## src/rtl/display_pkg.sv

```systemverilog
// Shared constants, codes and types for the display scan controller.
package display_pkg;

  localparam int unsigned FIELD_W    = 2;
  localparam int unsigned DIGIT_W    = 4;
  localparam int unsigned NUM_DIGITS = 6;

  localparam logic [FIELD_W-1:0] FIELD_RIGHT = 2'd0;
  localparam logic [FIELD_W-1:0] FIELD_MID   = 2'd1;
  localparam logic [FIELD_W-1:0] FIELD_LEFT  = 2'd2;
  localparam logic [FIELD_W-1:0] FIELD_NONE  = 2'd3;

  localparam logic [DIGIT_W-1:0] CODE_A      = 4'd10;
  localparam logic [DIGIT_W-1:0] CODE_P      = 4'd11;
  localparam logic [DIGIT_W-1:0] CODE_HYPHEN = 4'd12;
  localparam logic [DIGIT_W-1:0] CODE_OFF    = 4'd15;

  // Six digit codes, digit 0 in the low nibble.
  typedef logic [NUM_DIGITS-1:0][DIGIT_W-1:0] digit_buf_t;

  localparam digit_buf_t ALL_OFF = {NUM_DIGITS{CODE_OFF}};

  typedef enum logic [1:0] {
    FETCH_ISSUE   = 2'd0,
    FETCH_WAIT    = 2'd1,
    FETCH_CAPTURE = 2'd2
  } fetch_state_e;

  // Fetch order: LEFT -> MID -> RIGHT -> LEFT.
  function automatic logic [FIELD_W-1:0] next_field(input logic [FIELD_W-1:0] f);
    logic [FIELD_W-1:0] n;
    case (f)
      FIELD_LEFT: n = FIELD_MID;
      FIELD_MID:  n = FIELD_RIGHT;
      default:    n = FIELD_LEFT;
    endcase
    return n;
  endfunction

endpackage

```

## src/rtl/display_scan_controller_if.sv

```systemverilog
// Field-select request and registered digit-code response of the generator.
interface display_scan_controller_if;
  logic [1:0] target;
  logic [3:0] high_result;
  logic [3:0] low_result;

  modport master (output target, input high_result, input low_result);
  modport slave  (input target, output high_result, output low_result);
endinterface

```

## src/rtl/digit_scanner.sv

```systemverilog
// Digit multiplexer: scan index, one-hot enable, buffer read and blink masking.
module digit_scanner
  import display_pkg::*;
(
  input  logic                  clk,
  input  logic                  reset,
  input  logic                  tick,
  input  digit_buf_t            disp_buf,
  input  logic                  blink_en,
  input  logic [FIELD_W-1:0]    blink_field,
  input  logic                  blink_phase,
  output logic [NUM_DIGITS-1:0] digit_sel,
  output logic [DIGIT_W-1:0]    digit_val
);

  localparam int unsigned IDX_W = 3;
  localparam logic [IDX_W-1:0] IDX_LAST = IDX_W'(NUM_DIGITS - 1);

  logic [IDX_W-1:0]      idx_q, idx_d;
  logic [NUM_DIGITS-1:0] sel_q, sel_d;
  logic [DIGIT_W-1:0]    val_q, val_d;

  // Next index, decoded enable and masked code; disp_buf is the buffer's next
  // value so a commit and a coincident tick appear together one cycle later.
  always_comb begin
    idx_d = idx_q;
    if (tick) begin
      idx_d = (idx_q == IDX_LAST) ? '0 : idx_q + IDX_W'(1);
    end
    sel_d = NUM_DIGITS'(1) << idx_d;
    val_d = disp_buf[idx_d];
    // Digit pairs map to fields by index/2: {5,4}=LEFT, {3,2}=MID, {1,0}=RIGHT.
    if (blink_en && !blink_phase && (blink_field != FIELD_NONE) &&
        (idx_d[IDX_W-1:1] == blink_field)) begin
      val_d = CODE_OFF;
    end
  end

  // Scan registers.
  always_ff @(posedge clk) begin
    if (reset) begin
      idx_q <= '0;
      sel_q <= NUM_DIGITS'(1);
      val_q <= CODE_OFF;
    end else begin
      idx_q <= idx_d;
      sel_q <= sel_d;
      val_q <= val_d;
    end
  end

  assign digit_sel = sel_q;
  assign digit_val = val_q;

endmodule

```

## src/rtl/display_scan_controller.sv

```systemverilog
// Fetches three generator fields into a shadow buffer, commits whole frames
// to the display buffer and multiplexes the six digits.
module display_scan_controller
  import display_pkg::*;
#(
  parameter int unsigned SETTLE_CYCLES = 2  // legal range 1..7
)
(
  input  logic                     clk,
  input  logic                     reset,
  display_scan_controller_if.master gen,
  input  logic                     tick,
  input  logic                     blink_en,
  input  logic [FIELD_W-1:0]       blink_field,
  input  logic                     blink_phase,
  output logic [NUM_DIGITS-1:0]    digit_sel,
  output logic [DIGIT_W-1:0]       digit_val,
  output logic                     frame_done
);

  localparam int unsigned WAIT_W = 3;
  localparam logic [WAIT_W-1:0] SETTLE_LAST = WAIT_W'(SETTLE_CYCLES - 1);

  fetch_state_e       state_q, state_d;
  logic [FIELD_W-1:0] target_q, target_d;
  logic [WAIT_W-1:0]  wait_cnt_q, wait_cnt_d;
  digit_buf_t         shadow_q, shadow_d;
  digit_buf_t         display_q, display_d;
  logic               frame_done_q, frame_done_d;

  // Fetch sequencing, shadow capture and frame commit.
  always_comb begin
    state_d      = state_q;
    target_d     = target_q;
    wait_cnt_d   = wait_cnt_q;
    shadow_d     = shadow_q;
    display_d    = display_q;
    frame_done_d = 1'b0;
    case (state_q)
      FETCH_ISSUE: begin
        wait_cnt_d = '0;
        state_d    = FETCH_WAIT;
      end
      FETCH_WAIT: begin
        if (wait_cnt_q == SETTLE_LAST) begin
          state_d = FETCH_CAPTURE;
        end else begin
          wait_cnt_d = wait_cnt_q + WAIT_W'(1);
        end
      end
      FETCH_CAPTURE: begin
        // Field f owns digits 2f+1 (high code) and 2f (low code).
        shadow_d[{target_q, 1'b1}] = gen.high_result;
        shadow_d[{target_q, 1'b0}] = gen.low_result;
        if (target_q == FIELD_RIGHT) begin
          display_d    = shadow_d;
          frame_done_d = 1'b1;
        end
        target_d = next_field(target_q);
        state_d  = FETCH_ISSUE;
      end
      default: begin
        state_d = FETCH_ISSUE;
      end
    endcase
  end

  // Fetch and buffer registers; reset restarts the pass at LEFT with blank buffers.
  always_ff @(posedge clk) begin
    if (reset) begin
      state_q      <= FETCH_ISSUE;
      target_q     <= FIELD_LEFT;
      wait_cnt_q   <= '0;
      shadow_q     <= ALL_OFF;
      display_q    <= ALL_OFF;
      frame_done_q <= 1'b0;
    end else begin
      state_q      <= state_d;
      target_q     <= target_d;
      wait_cnt_q   <= wait_cnt_d;
      shadow_q     <= shadow_d;
      display_q    <= display_d;
      frame_done_q <= frame_done_d;
    end
  end

  assign gen.target = target_q;
  assign frame_done = frame_done_q;

  digit_scanner u_scanner (
    .clk         (clk),
    .reset       (reset),
    .tick        (tick),
    .disp_buf    (display_d),
    .blink_en    (blink_en),
    .blink_field (blink_field),
    .blink_phase (blink_phase),
    .digit_sel   (digit_sel),
    .digit_val   (digit_val)
  );

endmodule

```

## src/flat_wrapper.sv

```systemverilog
// flat-port wrapper written by rule: the top's interface ports become plain ports
module display_scan_controller_flat import display_pkg::*;
#(
  parameter int unsigned SETTLE_CYCLES = 2                     
)
  (clk, reset, tick, blink_en, blink_field, blink_phase, digit_sel, digit_val, frame_done, gen_target, gen_high_result, gen_low_result);
  display_scan_controller_if gen_i ();
  input  logic clk;
  input  logic reset;
  input  logic tick;
  input  logic blink_en;
  input  logic [FIELD_W-1:0] blink_field;
  input  logic blink_phase;
  output logic [NUM_DIGITS-1:0] digit_sel;
  output logic [DIGIT_W-1:0] digit_val;
  output logic frame_done;
  output wire logic [$bits(gen_i.target)-1:0] gen_target;
  input wire logic [$bits(gen_i.high_result)-1:0] gen_high_result;
  input wire logic [$bits(gen_i.low_result)-1:0] gen_low_result;
  assign gen_target = gen_i.target;
  assign gen_i.high_result = gen_high_result;
  assign gen_i.low_result = gen_low_result;
  display_scan_controller #(.SETTLE_CYCLES(SETTLE_CYCLES)) u_core (.clk(clk), .reset(reset), .gen(gen_i), .tick(tick), .blink_en(blink_en), .blink_field(blink_field), .blink_phase(blink_phase), .digit_sel(digit_sel), .digit_val(digit_val), .frame_done(frame_done));
endmodule
```

## config.mk

```make
export PLATFORM = sky130hd
export DESIGN_NAME = display_scan_controller_flat
export DESIGN_NICKNAME = d
export VERILOG_FILES = /design/src/rtl/display_pkg.sv /design/src/rtl/display_scan_controller_if.sv /design/src/rtl/digit_scanner.sv /design/src/rtl/display_scan_controller.sv /design/src/flat_wrapper.sv
export SDC_FILE = /design/constraint.sdc
export NUM_CORES = 1
export LEC_CHECK = 0
export CAP_MARGIN = 20
export CORE_ASPECT_RATIO = 1.1
export CORE_MARGIN = 4
export CORE_UTILIZATION = 40
export DETAILED_ROUTE_END_ITERATION = 12
export SETUP_SLACK_MARGIN = 0.05
export SLEW_MARGIN = 15
export SYNTH_ARGS = -nofsm -noshare
export SYNTH_HDL_FRONTEND = slang
export SYNTH_SLANG_ARGS = --single-unit
```

## constraint.sdc

```tcl
create_clock -name clk -period 3.5 [get_ports clk]
set_input_delay 0.7 -clock clk [delete_from_list [all_inputs] [get_ports clk]]
set_output_delay 0.7 -clock clk [all_outputs]
set_load 0.02 [all_outputs]
```

-- Yosys cells after proc, flatten, opt, wreduce, memory -nomap -nowiden
Index checks and enable logic that the tools add are counted.
- register bits after elaboration: 69
- logic and storage cells: 68
- bitwise gates (word level): 1
- add/sub/neg operators: 2
- order comparisons: 5
- reductions and logical operators: 12
- shift-type cells: 1
- eq/ne operators: 10
- multiplexer cells: 18
- operators with widths (operator ; number):
    bitwise mux 24 bit ; 2
    2-to-1 mux 24 bit ; 2
    demux 4 bit (select 2 bit) ; 2
    binary-select mux 4 bit (select 3 bit) ; 1
    less-than comparator 3 x 4 -> 1 bit (second input constant) ; 3
    2-to-1 mux 4 bit ; 3
    2-to-1 mux 3 bit ; 3
    one-hot mux 2 bit (2 select lines) ; 2
    adder 3 x 1 -> 3 bit (second input constant) ; 2
    >= comparator 3 x 1 -> 1 bit (second input constant) ; 2
    one-hot mux 3 bit (2 select lines) ; 1
    left shift 1 x 3 -> 6 bit (first input constant) ; 1
    logical AND 1 bit ; 5
    equality test 2 x 1 -> 1 bit (second input constant) ; 2
    equality test 2 bit (second input constant) ; 2
    logical NOT 2 bit ; 2
    != test 2 bit (second input constant) ; 2
    OR reduction 2 bit ; 2
    equality test 3 x 1 -> 1 bit (second input constant) ; 1
    equality test 3 bit (second input constant) ; 1
    equality test 2 bit ; 1
    2-to-1 mux 2 bit ; 1
    != test 2 x 1 -> 1 bit (second input constant) ; 1
    AND reduction 2 bit ; 1
    4 further kinds ; 4

-- Longest topological paths before layout
- word-level depth: 10
- gate-level depth with buffers: 9

-- By module
Synthesis repeated with hierarchy kept, for this count alone.
- cells, all modules: 382
- area total of the unflattened synthesis: 3286.9 µm²
- by module, submodules not included (module ; instances ; area each (µm²) ; sequential area each (µm²) ; cells an instance):
    display_scan_controller ; 1 ; 2456.1 ; 1121.1 ; 286
    digit_scanner ; 1 ; 830.8 ; 260.2 ; 96

-- Worst setup path before layout
OpenSTA, ideal clock, no wires.
- kind: register -> register
- start point: register u_core.target_q[1] (netlist: u_core.gen.target[1])
- end point: register u_core.u_scanner.val_q[0] (netlist: u_core.u_scanner.digit_val[0])
- arrival: 1787 ps
- required time: 3364 ps
- library setup time: 136 ps
- stages on the path, launching flop included: 7
- buffers on the path: 0
- slack: 1577 ps
- cell sequence: dfxtp_1 inv_1 ha_1 mux2_2 mux4_2 a21oi_1 o211ai_1
- longest elaborated chain between the ends: 10
- elaborated cells on any way between the ends: 17
- RTL lines (what ; RTL line ; source):
    start, declared ; display_scan_controller.sv:25 ; logic [FIELD_W-1:0] target_q, target_d;
    start signal, assigned ; display_scan_controller.sv:79 ; target_q <= target_d;
    less-than comparator 3 x 4 -> 1 bit (implied by the code) / >= comparator 3 x 1 -> 1 bit (equally long branches) ; display_scan_controller.sv:53 ; shadow_d[{target_q, 1'b1}] = gen.high_result;
    logical AND 1 bit (implied by the code) ; display_scan_controller.sv:53 ;
    2-to-1 mux 4 bit (implied by the code) ; display_scan_controller.sv:53 ;
    demux 4 bit (select 2 bit) ; -- ;
    bitwise mux 24 bit ; display_scan_controller.sv:53 ;
    bitwise mux 24 bit ; display_scan_controller.sv:54 ; shadow_d[{target_q, 1'b0}] = gen.low_result;
    2-to-1 mux 24 bit (*) ; display_scan_controller.sv:55 ; if (target_q == FIELD_RIGHT) begin
    2-to-1 mux 24 bit (*) ; display_scan_controller.sv:39 ; case (state_q)
    binary-select mux 4 bit (select 3 bit) (*) ; digit_scanner.sv:31 ; val_d = disp_buf[idx_d];
    2-to-1 mux 4 bit (implied by the code) (*) ; digit_scanner.sv:31 ;
    end signal, assigned ; digit_scanner.sv:48 ; val_q <= val_d;
    end, declared ; digit_scanner.sv:21 ; logic [DIGIT_W-1:0] val_q, val_d;
Mark *: on every way between the ends. The rest lies on a longest branch, timed or not. The select of a mux whose other input is x is not followed.
A chain may end at the register's enable or synchronous reset.

-- Worst setup path in the final report
- start point: input port tick
- end point: register u_core.u_scanner.val_q[2] (netlist: u_core.u_scanner.digit_val[2])
- longest elaborated chain between the ends: 4
- elaborated cells on any way between the ends: 6
- RTL lines (what ; RTL line ; source):
    start, declared ; flat_wrapper.sv:10 ; input logic tick;
    2-to-1 mux 3 bit (*) ; digit_scanner.sv:27 ; if (tick) begin
    branches (longest 3 deep; another with binary-select mux 4 bit (select 3 bit)) ; -- ;
Mark *: on every way between the ends. The select of a mux whose other input is x is not followed.

==> flow_metrics.tcl <==
set metrics [dict create \
    status "finished, final reports clean" \
    drive_above_1_share_pct 12.5 \
    synth_nets 323 \
    final_area_sq_um 3240 \
    hp-class "register to register" \
    antenna_found_initial 0 \
    cts_resized 0 \
    finalSetupViolations 0 \
    synth-async-reset-ratio_pct 0 \
    synth_top_flop_cell "dfxtp_1" \
    tns_ps 0 \
    drt-pass1-iter-count 4 \
    gp_congestion 0.754 \
    cts_tree "built" \
    swShare_pct 24.6 \
    crit_required_ps 3760 \
    max_slew.worst_pin.slew_ps 655 \
    yosysTopAreaCellShare_pct 44.5 \
    cts_num_sinks 61 \
    clock-skew-final_ps 6.52 \
    ys_ff_latch 61 \
    final_common_cell "dfxtp_1" \
    cts-root-buf "clkbuf_8" \
    die_w_microns 87.0 \
    arrival_ps 2660 \
    io_buffer_count 27 \
    criticalPathCategory "input port to register" \
    synthTopCellsByArea "dfxtp_1 44%, mux2i_1 9.5%, nand2_1 7.5%, mux2_2 5.7%, o211ai_1 3.3%" \
    netlist_area_sq_um 2750 \
    grt_pass1_vias 1937 \
    h-tree-depth 3 \
    synth-compound-area-share_pct 13.3 \
    drc_errors 0 \
    ctsHoldBuffers 0 \
    yosys.area_share.adder_pct 3.19 \
    drt_iter0_markers 113 \
    finalCritPeriodShare_pct 68.6 \
    reg2reg_from "u_core.gen.target[1]" \
    final_cell_mix "61 x dfxtp_1, 55 x nand2_1, 27 x clkdlybuf4s50_1" \
    worst_hold_startpoint "u_core.shadow_q[22]" \
    path_clk_slew_ps 70 \
    synth-xor-area-share_pct 0.319 \
    core_sq_um 6630 \
    wl_per_cell_microns 14.3 \
    area_growth_pct 18.1 \
    p_seq_share_pct 48.1 \
    drv_slew 0 \
    cap_violations 0 \
    start_kind "input port" \
    end_kind "register" \
    dp_hpwl_microns 4110 \
    syn_avg_cell_area_sq_um 9.12 \
    initial_core_util_pct 41.4 \
    fin_nets 345 \
    synth_simple_gate_area_share_pct 17.3 \
    muxShareOfSynthArea_pct 16.0 \
    synth_top_area_cell "dfxtp_1" \
    irDropWorstVdd_v 0.000176 \
    switchingPower_mw 0.370 \
    post_cts_buffers 0 \
    synth_top_family_by_area "simple AND/OR/NAND/NOR gates" \
    fin_crit_ps 2400 \
    grt_overflow 0 \
    track_usage_pct 14.9 \
    synth-edff-count 0 \
    clk_latency_ps 330 \
    pwr-share-comb_pct 11.5 \
    row_count 31 \
    wl_microns 5860 \
    relSlewSlack_pct 55.1 \
    utilization_pct 48.9 \
    fmax_ghz 0.417 \
    fill_cells 620 \
    grt_max_degree 37 \
    grt_pass1_wl_microns 9540 \
    vias 2081 \
    post_drt_via_cell_ratio 5.08 \
    postSynthCellCount 301 \
    synthDistinctLibCells 41 \
    finalHoldViolations 0 \
    pin_count 28 \
    dieHeight_microns 94.9 \
    p_int_mw 1.14 \
    powerDensity_nw_per_um2 464 \
    clockBufferDepth 2 \
    cp_max_fo 7 \
    yosys_warnings 0 \
    critical_path.startpoint "tick" \
    cts_buffers 9 \
    ant_nets 0 \
    dieArea_sq_um 8260 \
    diodes 0 \
    leakage_nw 1.40 \
    rsz0062_at_grt "false" \
    post_dp_cell_area_sq_um 3050 \
    power.clock.fraction_pct 40.5 \
    seq_area_frac_synth_pct 44.5 \
]
-- power groups by stage --
stage / registers [mW] / logic [mW] / clock network (mW)
detailed placement: 0.739 / 0.171 / 0
floorplan: 0.748 / 0.0995 / 0
global placement: 0.738 / 0.170 / 0
global route: 0.725 / 0.185 / 0.655
finish: 0.723 / 0.173 / 0.609
CTS: 0.724 / 0.172 / 0.619
-- synth_stat cells, types with 2 or more instances --
cell      number
clkbuf_1       8
ha_1           7
o22ai_1        4
inv_1          4
buf_2          9
nor2_1        21
nand3_1        8
mux2i_1       26
a21oi_1       13
dfxtp_1       61
a211oi_1       2
nor3_1         5
nand2_1       55
o21ai_0       13
a22oi_1        2
mux2_2        14
buf_4          3
o221ai_1       4
a31oi_1        3
nor2b_1        5
buf_6          3
o211ai_1      12
-- per-layer routing --
metal / global-route usage (%) / vias up / part of all wire [%]
met4: 5.19 / 0 / 1.2
met3: 4.80 / 8 / 5.7
li1: - / 1092 / -
met1: 20.7 / 940 / 51
met5: 0 / - / 0
met2: 21.6 / 41 / 42
-- worst paths after layout --
path | endpoint | slack, ps | cells past startpoint
worst min-delay path | u_core.shadow_q[22] | 470 | 2
worst max-delay path | u_core.u_scanner.digit_val[2] | 1100 | 7
worst max register to register | u_core.u_scanner.digit_val[0] | 1280 | 6
worst min register to register | u_core.shadow_q[22] | 470 | 2
-- through the flow --
stage / hold WS [ps] / worst slack, ps / cells / power, mW
after global placement: 445 / 801 / 394 / 0.909
after floorplan: 435 / 1580 / 301 / 0.848
after CTS: 469 / 1090 / 410 / 1.51
final: 466 / 1100 / 410 / 1.50
after detailed placement: 454 / 757 / 394 / 0.911
after global routing: 489 / 914 / 410 / 1.57
-- sequential cells by signal, summed over array words and instances, names as in the netlist --
name                        cells
u_core.u_scanner.idx_q          3
u_core.gen.target               2
u_core.display_q               24
u_core.shadow_q                16
u_core.u_scanner.digit_sel      6
u_core.frame_done               1
u_core.wait_cnt_q               3
u_core.u_scanner.digit_val      4
u_core.state_q                  2
-- kinds of logic after synthesis --
| family | Yosys count |
|---|---|
| multiplexers | 41 |
| AND/OR/NAND/NOR | 106 |
| adder cells (fa/ha/maj) | 7 |
| flip-flops | 61 |
| AO/OA/AOI/OAI | 58 |
| buffers and inverters | 27 |
| XOR/XNOR | 1 |
-- worst max-delay path, cell delays in order --
cell             delay (ps)
clkdlybuf4s50_1         500
xnor2_1                 500
buf_4                   270
mux2_2                  340
nand2_1                  70
a31oi_1                  90
o211ai_1                180
-- area by class of cell --
cell class                      count  area [sq um]  share of cell area [%]
Multi-Input combinational cell    213          1380                    42.5
Sequential cell                    61          1220                    37.6
Timing Repair Buffer               34           335                    10.3
Clock buffer                       11           141                    4.36
Tap cell                           82           103                    3.16
Clock inverter                      5          50.0                    1.54
Inverter                            4          15.0                   0.463
No activity file was read; power rests on OpenSTA's default activity.
